==> src/rtl/run_monitor_pkg.sv <==
// Shared types and defaults for the run-control monitor: FSM state encoding,
// default watched addresses (channel 0 is DONE) and the default pass value.
package run_monitor_pkg;

    typedef enum logic [1:0] {
        ST_IDLE    = 2'd0,
        ST_RUN     = 2'd1,
        ST_DONE    = 2'd2,
        ST_TIMEOUT = 2'd3
    } state_e;

    localparam logic [31:0]  DONE_ADDR    = 32'h0000_0010;
    localparam logic [31:0]  PASS_VAL_DEF = 32'h0000_0001;
    localparam logic [127:0] DEF_CH_ADDRS = {32'h0000_001C, 32'h0000_0018,
                                             32'h0000_0014, DONE_ADDR};

endpackage

==> src/rtl/run_monitor_ch.sv <==
// One watched MMIO channel: word-address match, byte-strobed capture and a
// sticky hit flag. The top decides which matching channel actually captures.
module run_monitor_ch
    import run_monitor_pkg::*;
#(
    parameter int unsigned       ADDR_W  = 32,
    parameter int unsigned       DATA_W  = 32,
    parameter logic [ADDR_W-1:0] CH_ADDR = DONE_ADDR
) (
    input  logic                clk,
    input  logic                rst_n,
    input  logic                clr_i,
    input  logic [ADDR_W-3:0]   addr_word_i,
    output logic                match_o,
    input  logic                we_i,
    input  logic [DATA_W-1:0]   wdata_i,
    input  logic [DATA_W/8-1:0] wstrb_i,
    output logic                hit_o,
    output logic [DATA_W-1:0]   data_o
);

    localparam int unsigned SW = DATA_W / 8;

    logic              hit_q, hit_d;
    logic [DATA_W-1:0] data_q, data_d;

    assign match_o = (addr_word_i == CH_ADDR[ADDR_W-1:2]);

    always_comb begin
        // NOTE: defaults first so every path assigns every output; a missed branch would infer a latch.
        hit_d  = hit_q;
        data_d = data_q;
        if (clr_i) begin
            hit_d  = 1'b0;
            data_d = '0;
        end else if (we_i) begin
            hit_d = 1'b1;
            for (int b = 0; b < SW; b++) begin
                if (wstrb_i[b]) data_d[b*8 +: 8] = wdata_i[b*8 +: 8];
            end
        end
    end

    // NOTE: non-blocking assignments for state so all flops update from pre-edge values.
    always_ff @(posedge clk or negedge rst_n) begin
        if (!rst_n) begin
            hit_q  <= 1'b0;
            data_q <= '0;
        end else begin
            hit_q  <= hit_d;
            data_q <= data_d;
        end
    end

    assign hit_o  = hit_q;
    assign data_o = data_q;

endmodule

==> src/rtl/run_monitor.sv <==
// Run-control monitor on the CPU memory bus: counts run cycles, captures writes
// to watched MMIO channels, ends the run on a DONE write or flags a timeout.
module run_monitor
    import run_monitor_pkg::*;
#(
    parameter int unsigned              ADDR_W   = 32,
    parameter int unsigned              DATA_W   = 32,
    parameter int unsigned              NUM_CH   = 4,
    parameter logic [NUM_CH*ADDR_W-1:0] CH_ADDRS = DEF_CH_ADDRS,
    parameter int unsigned              CNT_W    = 32,
    parameter int unsigned              TIMEOUT  = 2000000,
    parameter logic [DATA_W-1:0]        PASS_VAL = PASS_VAL_DEF
) (
    input  logic                       clk,
    input  logic                       rst_n,
    input  logic                       start,
    input  logic                       clear,
    input  logic                       mem_valid,
    input  logic                       mem_ready,
    input  logic [ADDR_W-1:0]          mem_addr,
    input  logic [DATA_W-1:0]          mem_wdata,
    input  logic [DATA_W/8-1:0]        mem_wstrb,
    output logic                       running,
    output logic                       done,
    output logic                       timeout,
    output logic                       pass,
    output logic [CNT_W-1:0]           cycle_count,
    output logic [DATA_W-1:0]          done_data,
    output logic [NUM_CH-1:0]          ch_hit,
    output logic [NUM_CH*DATA_W-1:0]   ch_data
);

    localparam bit               TO_EN   = (TIMEOUT != 0);
    localparam logic [CNT_W-1:0] TO_LAST = CNT_W'(TIMEOUT - 1);

    state_e            state_q;
    logic [CNT_W-1:0]  cnt_q, cnt_inc;
    logic              running_q, done_q, timeout_q;
    logic              wr_ev, in_run, found;
    logic [NUM_CH-1:0] ch_match, ch_we;
    logic              unused_addr_lsb;

    assign wr_ev           = mem_valid & mem_ready & (|mem_wstrb);
    assign in_run          = (state_q == ST_RUN);
    assign cnt_inc         = (cnt_q == '1) ? cnt_q : cnt_q + 1'b1;
    assign unused_addr_lsb = ^mem_addr[1:0];

    // Duplicate addresses: only the lowest-indexed matching channel captures.
    always_comb begin
        ch_we = '0;
        found = 1'b0;
        for (int i = 0; i < NUM_CH; i++) begin
            if (ch_match[i] && !found) begin
                ch_we[i] = wr_ev & in_run;
                found    = 1'b1;
            end
        end
    end

    for (genvar g = 0; g < NUM_CH; g++) begin : g_ch
        run_monitor_ch #(
            .ADDR_W  (ADDR_W),
            .DATA_W  (DATA_W),
            .CH_ADDR (CH_ADDRS[g*ADDR_W +: ADDR_W])
        ) u_ch (
            .clk         (clk),
            .rst_n       (rst_n),
            .clr_i       (clear),
            .addr_word_i (mem_addr[ADDR_W-1:2]),
            .match_o     (ch_match[g]),
            .we_i        (ch_we[g]),
            .wdata_i     (mem_wdata),
            .wstrb_i     (mem_wstrb),
            .hit_o       (ch_hit[g]),
            .data_o      (ch_data[g*DATA_W +: DATA_W])
        );
    end

    // A DONE write on the timeout cycle takes the DONE branch first.
    always_ff @(posedge clk or negedge rst_n) begin
        if (!rst_n) begin
            state_q   <= ST_IDLE;
            cnt_q     <= '0;
            running_q <= 1'b0;
            done_q    <= 1'b0;
            timeout_q <= 1'b0;
        end else if (clear) begin
            state_q   <= ST_IDLE;
            cnt_q     <= '0;
            running_q <= 1'b0;
            done_q    <= 1'b0;
            timeout_q <= 1'b0;
        end else begin
            unique case (state_q)
                ST_IDLE: begin
                    if (start) begin
                        state_q   <= ST_RUN;
                        running_q <= 1'b1;
                    end
                end
                ST_RUN: begin
                    cnt_q <= cnt_inc;
                    if (ch_we[0]) begin
                        state_q   <= ST_DONE;
                        running_q <= 1'b0;
                        done_q    <= 1'b1;
                    end else if (TO_EN && cnt_q == TO_LAST) begin
                        state_q   <= ST_TIMEOUT;
                        running_q <= 1'b0;
                        timeout_q <= 1'b1;
                    end
                end
                default: ;
            endcase
        end
    end

    assign running     = running_q;
    assign done        = done_q;
    assign timeout     = timeout_q;
    assign cycle_count = cnt_q;
    assign done_data   = ch_data[DATA_W-1:0];
    assign pass        = done_q && (done_data == PASS_VAL);

endmodule

==> config.mk <==
export PLATFORM = sky130hd
export DESIGN_NAME = run_monitor
export DESIGN_NICKNAME = d
export VERILOG_FILES = /design/src/rtl/run_monitor_pkg.sv /design/src/rtl/run_monitor_ch.sv /design/src/rtl/run_monitor.sv
export SDC_FILE = /design/constraint.sdc
export NUM_CORES = 1
export LEC_CHECK = 0
export ABC_CLOCK_PERIOD_IN_PS = 3800
export CORE_MARGIN = 2
export CORE_UTILIZATION = 50
export DETAILED_ROUTE_END_ITERATION = 6
export GPL_ROUTABILITY_DRIVEN = 0
export PLACE_DENSITY = 0.86
export SLEW_MARGIN = 40
export SYNTH_ARGS = -nofsm -noshare
export SYNTH_HDL_FRONTEND = slang
export SYNTH_SLANG_ARGS = --single-unit
==> constraint.sdc <==
create_clock -name clk -period 3.8 [get_ports clk]
set_clock_uncertainty 0.2 [all_clocks]
set_input_delay 0.38 -clock clk [delete_from_list [all_inputs] [get_ports clk]]
set_output_delay 0.38 -clock clk [all_outputs]
set_load 0.05 [all_outputs]
; After elaboration in Yosys (flattened, before gate mapping)
; Index checks and enable logic that the tools add are counted.
[totals]
register_bits = 169
inputBits = 74
out_inout_bits = 200
wordCells = 127
[classes]
addsub = 1
eq_ne = 12
muxes = 46
n_bitwise = 3
reduce_logical = 40
[op_table]
columns = cell, count
row1 = 2-to-1 mux 32 bit, 11
row2 = "== test 30 x 3 -> 1 bit, second input constant", 4
row3 = AND reduction 2 bit, 18
row4 = "adder 32 x 1 -> 32 bit, second input constant", 1
row5 = "== test 32 x 1 -> 1 bit, second input constant", 1
row6 = "== test 32 x 21 -> 1 bit, second input constant", 1
row7 = "== test 32 bit, second input constant", 1
row8 = 2-to-1 mux 8 bit, 4
row9 = 2-to-1 mux 1 bit, 25
row10 = nonzero test 2 bit, 10
row11 = 2-to-1 mux 2 bit, 4
row12 = AND reduction 3 bit, 2
row13 = logical AND 1 bit, 4
row14 = "inequality test 2 bit, second input constant", 2
row15 = "inequality test 4 x 2 -> 1 bit, second input constant", 1
row16 = one-hot mux 2 bit (2 select lines), 1
row17 = OR reduction 4 bit, 1
row18 = bitwise AND 1 bit, 3
row19 = logical NOT 1 bit, 3
row20 = "inequality test 3 bit, second input constant", 1
row21 = nonzero test 3 bit, 1
row22 = "== test 2 x 1 -> 1 bit, second input constant", 1
row23 = logical NOT 2 bit, 1
row24 = one-hot mux 1 bit (2 select lines), 1

; Depth between registers and ports, before layout
; Gate-level depths: netlist of the first run.
[depth]
ltp_word = 13
mapped_depth = 8

; Cells and area by module
; A second synthesis of the first run with hierarchy kept.
[hier_totals]
hier_cells = 899
area_unflattened_um2 = 8249.2
[by_module_without_submodules]
columns = module, n_inst, cells_per_inst, area_per_inst_um2, seq_area_each_um2
row1 = run_monitor_ch at g_ch[1].u_ch ..., 2, 158, 1462.7, 825.8
row2 = run_monitor, 1, 267, 2399.8, 925.9
row3 = run_monitor_ch at g_ch[3].u_ch, 1, 158, 1463.9, 825.8
row4 = run_monitor_ch at g_ch[0].u_ch, 1, 158, 1460.2, 825.8

; Least setup slack after synthesis of the first run
; No wires, ideal clock.
[synth_timing]
kind = register to output
start = register done_q, in the netlist done
end = output port pass
arrival_time_ps = 2146
required_time_ps = 3220
path_slack_ps = 1074
stages_incl_launch_ff = 4
n_path_buf = 0
path_cell_list = dfrtp_1 nor4bb_1 nand4_1 nor3_1
[synth_between]
elab_chain_len = 1
[synth_rtl]
columns = element, line
row1 = "start, declared", run_monitor.sv:38  ; logic running_q, done_q, timeout_q;
row2 = "start signal, assigned", run_monitor.sv:85  ; done_q <= 1'b0;
row3 = "start signal, assigned", run_monitor.sv:91  ; done_q <= 1'b0;
row4 = "start signal, assigned", run_monitor.sv:106  ; done_q <= 1'b1;
row5 = logical AND 1 bit, run_monitor.sv:123  ; assign pass = done_q && (done_data == PASS_VAL);
row6 = "end, declared", run_monitor.sv:26  ; output logic pass,
; No other way between the ends.

; Worst setup path in the final report of the first run
[layout_timing]
start = register g_ch[0].u_ch.data_q[29]
end = output port pass
[layout_between]
elab_chain_len = 2
[layout_rtl]
columns = element, line
row1 = "start, declared", run_monitor_ch.sv:25  ; logic [DATA_W-1:0] data_q, data_d;
row2 = "start signal, assigned", run_monitor_ch.sv:51  ; data_q <= data_d;
row3 = == test 32 x 1 -> 1 bit, run_monitor.sv:123
row4 = logical AND 1 bit, run_monitor.sv:123
; No other way between the ends.

==> results of run 1 <==
==> per-stage QoR <==
stage / instance area (um^2) / std cells
finish: 11590 / 1259
floorplan: 8262 / 793
global route: 11590 / 1259
CTS: 11530 / 1253
global placement: 10900 / 1220
detailed placement: 10910 / 1220
==> power groups by stage <==
stage | logic [mW] | registers (mW) | clock network (mW)
2_1_floorplan | 0.0616 | 1.85 | 0
3_3_place_gp | 0.228 | 1.84 | 0
3_5_place_dp | 0.231 | 1.84 | 0
4_1_cts | 0.234 | 1.81 | 1.83
5_1_grt | 0.257 | 1.81 | 1.91
6_report | 0.236 | 1.81 | 1.81
==> cells in the final DEF (no fill, tap or decap), types with 11 or more instances in the layout <==
cell,count
nand4_1,13
or3_1,19
or4_1,11
nand3_1,40
dfrtp_1,169
a21oi_1,61
nand2_1,30
mux2i_1,97
nor2_1,115
o21ai_0,51
nor4_1,18
clkdlybuf4s50_1,269
nor4_4,13
buf_4,22
clkbuf_16,17
==> logic make-up (layout without fill, tap and decap cells) <==
kind of cell,count (synthesis),after routing,synth area share
AOI/OAI and AO/OA,136,136,0.09132
buffers and inverters,86,336,0.06058
DFF,169,169,0.5119
adders and majority gates,1,1,0.001514
and+or+nand+nor,304,304,0.2172
muxes,97,97,0.1175
==> path summary, 6_finish.rpt <==
check                                     endpoint  slack, ns
max in group asynchronous  g_ch[1].u_ch.data_o[25]       2.02
setup / recovery                              pass       0.46
setup reg to reg            g_ch[3].u_ch.data_o[7]       0.99
min in group asynchronous  g_ch[2].u_ch.data_o[20]       0.20
hold reg to reg                 g_ch[3].u_ch.hit_o       0.30
hold / removal              g_ch[1].u_ch.data_o[2]       0.13
==> worst max-delay path, cell delays in order, from the launching register on <==
cell             delay [ns]
dfrtp_1                0.42
nor4_1                 0.53
nand4_1                0.21
nor3_1                 0.30
clkdlybuf4s50_1        0.87
==> metal layers <==
| metal | track usage | up-vias |
|---|---|---|
| met3 | 0.08774 | 40 |
| met1 | 0.3634 | 3648 |
| met5 | 0 | - |
| li1 | - | 3312 |
| met2 | 0.4732 | 348 |
| met4 | 0.09558 | 0 |
==> layout make-up <==
class	instances	area, um^2
Fill cell	1141	4409
Sequential cell	169	4229
Tap cell	216	270.3
Timing Repair Buffer	294	2910
Inverter	10	37.54
Multi-Input combinational cell	538	3533
Clock inverter	12	163.9
Clock buffer	20	446.7
==> sequential cells by signal (all words and copies together) (netlist names) <==
signal / cells
running: 1
done: 1
state_q: 2
cycle_count: 32
g_ch.u_ch.data_o: 128
g_ch.u_ch.hit_o: 4
timeout: 1
==> out/qor.txt, run 1 <==
Post_cts resized - 0
Synth top area share - 0.5119
Htree depth - 4
HP Class - in -> reg
Max Cap Violations - 0
Top-level I/O count - 274
CTS buffer count - 17
Setup WS pre-CTS - 0.5300 ns
Total gr overflow - 0
#FFs+latches synth - 169
Final Slew Violations - 0
Routed length on met2 - 12.45 mm
DR top layer - met4
Hold depth - 2
Status - finished clean
PwrDens - 332.6 nW/um^2
Minimum clock period - 3.339 ns
Vias in the first global route - 7,297
Synthesized Nets - 868
List of most frequent post-synthesis cells - dfrtp_1, nor2_1, mux2i_1
Critical Path End Type - primary output
Vias per Instance - 5.836
Final Util - 0.7244
CTS tree - done
Worst path required time - 3.22 ns
Full die area - 17,570 um^2
DRT iter0 DRCs - 589
Die Span Y - 132.5 um
Mean Syn Cell Area - 10.42 um^2
EDFF count, synth - 0
Worst rel slew slack - 0.4282
Peak supply drop - 0.2895 mV
Worst-margin pin slew - 0.8513 ns
# diodes - 0
Hold Fails Final Rpt - 0
Yosys cell types - 50
Largest net degree at the start of global routing - 105
TritonRoute pass-1 iters - 5
Final ANT Viol Nets - 0
DRC violations left - 0
Reg-to-reg startpoint - state_q[1]
Post-synthesis sequential area ratio - 0.5119
Pleak - 4.652 nW
GRT Overall Usage - 0.2876
Startpoint Class - flip-flop
Final Cycle Share - 0.8788
Wirelength, routed - 25.40 mm
Setup Buffers After CTS - 0
Switching part of the total - 0.2329
Clk Latency, worst-skew pair - 0.43 ns
Cells after Synth - 793
Cell Int Power - 2.957 mW
Reg power frac - 0.469
Layout area overhead - 40.30%
Nets@finish - 1,105
RSZ-0062 raised after global routing - no
Clock root cell - clkbuf_16
Met1 WL - 10.04 mm
First-pass GRT wire length - 40.08 mm
Setup violations, final - 0
Clock sink count - 169
Reg clk slew, reported paths - 0.06 ns
Peak fanout along the critical path - 4
Clock tree buffer depth - 2
Worst setup startpoint - g_ch[0].u_ch.data_o[29]
Core Region - 16,000 um^2
FFs w/ async S/R, synth - 1.000
Initial Util - 0.5163
Ys flop type - dfrtp_1
Worst hold slack - 0.1285 ns
Setup total negative slack - 0 ns
Initial antenna violation count - 0
Comb power frac - 0.061
Cell area after synthesis - 8262 um^2
Detail Route met3 WL - 2.354 mm
YS warnings - 0
HPWL Detailed - 17.63 mm
Clock Power Share - 0.470
Most numerous cell in the Yosys netlist - dfrtp_1
Critical path class - reg -> out
Total chip power - 3.855 mW
Die W - 132.5 um
Sw Pwr - 0.8980 mW
CTS Hold Bufs - 1
Synth area leaders - dfrtp_1, mux2i_1, nor2_1, a21oi_1, buf_4
# rows - 46
Hold wc startpoint - clear
Cell accounting for the most synthesized area - dfrtp_1
Share of layout cells above drive strength 1 - 0.07478
Via count - 7,348
Critical path arrival - 2.76 ns
Final worst slack - 0.4606 ns
Worst reg2reg path depth - 5
PortBufs - 271
FMAX - 299.5 MHz
WL/cell - 20.18 um
No activity file was read; power rests on OpenSTA's default activity.
==> inputs of run 2 (changes only) <==
==> constraint.sdc (replaced) <==
create_clock -name clk -period 3.8 [get_ports clk]
set_clock_uncertainty 0.2 [all_clocks]
set_input_delay 0.38 -clock clk [delete_from_list [all_inputs] [get_ports clk]]
set_output_delay 0.38 -clock clk [all_outputs]
set_load 0.01 [all_outputs]
==> run 2 against run 1 <==
- count of clock-buffer cells in the layout increased by 1
- sequential cell count unchanged
- critical endpoint unchanged
- worst hold slack gained 0.077 ns
- via count about the same
- non-clock buffer count down 1
- die area unchanged
- combinational power fell by 4%
- global-route usage grew 0.28 points
- first-iteration DRC count up 7.3%
- largest cell class unchanged
- largest power group is now clock
==> out/qor.txt, run 2 (synthesis results as in run 1) <==
Status - finished clean
Placed cell area - 10,910 um^2
Most common cell after layout, fill and taps aside - clkdlybuf4s50_1
DRC violations left - 0
Setup violations, final - 0
PwrDens - 332.8 nW/um^2
Sw Pwr - 0.8439 mW
Switching part of the total - 0.2187
Via count - 7,341
Pleak - 4.658 nW
Max Cap Violations - 0
Cell Int Power - 3.014 mW
CTS tree - done
Clock tree buffer depth - 2
Total gr overflow - 0
CTS buffer count - 17
Die W - 132.5 um
Comb power frac - 0.059
Peak supply drop - 0.2850 mV
Finished Layout Cells - 1,258
Clk Latency, worst-skew pair - 0.42 ns
Final ANT Viol Nets - 0
PortBufs - 271
Htree depth - 4
WL/cell - 20.37 um
Clock root cell - clkbuf_16
Fill count - 1,165
Peak fanout along the critical path - 4
Share of layout cells above drive strength 1 - 0.07294
CP max stage delay - 0.63 ns
Core Region - 16,000 um^2
GRT Overall Usage - 0.2904
Initial antenna violation count - 0
HPWL Detailed - 17.99 mm
Worst path cell trace - nor4_1 > nand4_1 > nor3_1 > clkdlybuf4s50_1
RSZ-0062 raised after global routing - no
Critical Path End Type - primary output
DRT iter0 DRCs - 632
Worst reg2reg path depth - 5
Critical path arrival - 2.63 ns
Startpoint Class - flip-flop
Reg clk slew, reported paths - 0.06 ns
Top-level I/O count - 274
Wirelength, routed - 25.63 mm
Slowest CP cell - clkdlybuf4s50_1
Worst rel slew slack - 0.4277
TritonRoute pass-1 iters - 5
# rows - 46
Clock sink count - 169
Commonest cells after routing, fill and taps aside - clkdlybuf4s50_1, dfrtp_1, nor2_1
Cells after DPL - 1,220
Vias in the first global route - 7,180
Critical path class - reg -> out
Clock Power Share - 0.472
Worst path required time - 3.22 ns
Full die area - 17,570 um^2
Setup Buffers After CTS - 0
Layout area overhead - 40.30%
Final Cycle Share - 0.8457
FMAX - 311.2 MHz
HP Class - in -> async
Vias per Instance - 5.835
Nets@finish - 1,104
Final Cell Area - 11,590 um^2
Largest net degree at the start of global routing - 86
Initial Util - 0.5163
Worst hold slack - 0.2056 ns
Max reg flops - 128
Reg power frac - 0.469
First-pass GRT wire length - 40.21 mm
Hold Fails Final Rpt - 0
# diodes - 0
Minimum clock period - 3.214 ns
Die Span Y - 132.5 um
Final Slew Violations - 0
Setup total negative slack - 0 ns
Worst-margin pin slew - 0.8520 ns
[run 2: power by group through the flow]
| stage | sequential (mW) | clock (mW) | combinational, mW |
|---|---|---|---|
| after floorplan | 1.84 | 0 | 0.0616 |
| after global placement | 1.84 | 0 | 0.223 |
| after detailed placement | 1.84 | 0 | 0.225 |
| after CTS | 1.81 | 1.85 | 0.228 |
| after global routing | 1.81 | 1.93 | 0.247 |
| final | 1.81 | 1.82 | 0.227 |
[run 2: layer usage]
metal,routed length (um),GRT usage,part of all wire
met1,10230,0.3694,0.40
met2,12720,0.4842,0.50
met3,2101,0.07663,0.082
met4,569,0.09618,0.022
met5,0,0,0
[run 2: area by class of cell]
type | instances | area (um^2) | share of cell area
Clock buffer | 21 | 450.4 | 0.03886
Clock inverter | 11 | 171.4 | 0.01479
Inverter | 10 | 37.54 | 0.003238
Multi-Input combinational cell | 538 | 3533 | 0.3048
Sequential cell | 169 | 4229 | 0.3649
Tap cell | 216 | 270.3 | 0.02332
Timing Repair Buffer | 293 | 2899 | 0.2501
[run 2: critical path, delay by kind of cell, from the launching register on]
family / cells / cell delay (ns)
flip-flops: 1 / 0.45
AND/OR/NAND/NOR: 3 / 1.13
buffers and inverters: 1 / 0.63
[run 2: path summary, 6_finish.rpt]
path                            slack, ns                       to                     from
worst max-delay path                 0.59                     pass  g_ch[0].u_ch.data_o[31]
worst min-delay path                 0.21  g_ch[3].u_ch.data_o[20]                    rst_n
worst max register to register       1.02   g_ch[1].u_ch.data_o[8]               state_q[1]
worst min register to register       0.31       g_ch[3].u_ch.hit_o       g_ch[3].u_ch.hit_o
max in group asynchronous            2.32  g_ch[1].u_ch.data_o[30]                    rst_n
min in group clk                     0.23  g_ch[3].u_ch.data_o[22]                    clear
[run 2: per-stage QoR]
stage                     utilization  worst slack (ns)  power [mW]
final                          0.7244            0.5862       3.858
after global routing           0.7244            0.5413       3.989
after CTS                      0.7216            0.5711       3.890
after detailed placement       0.6821            0.5117       2.066
after global placement         0.6820            0.6249       2.064
after floorplan                     -             1.366       1.903
[run 2: repair_timing]
item | in CTS | in global routing
hold endpoints to repair | 27 | 0
hold buffers | 1 | 0
gates resized for setup | 0 | 0
setup endpoints to repair | 0 | 0
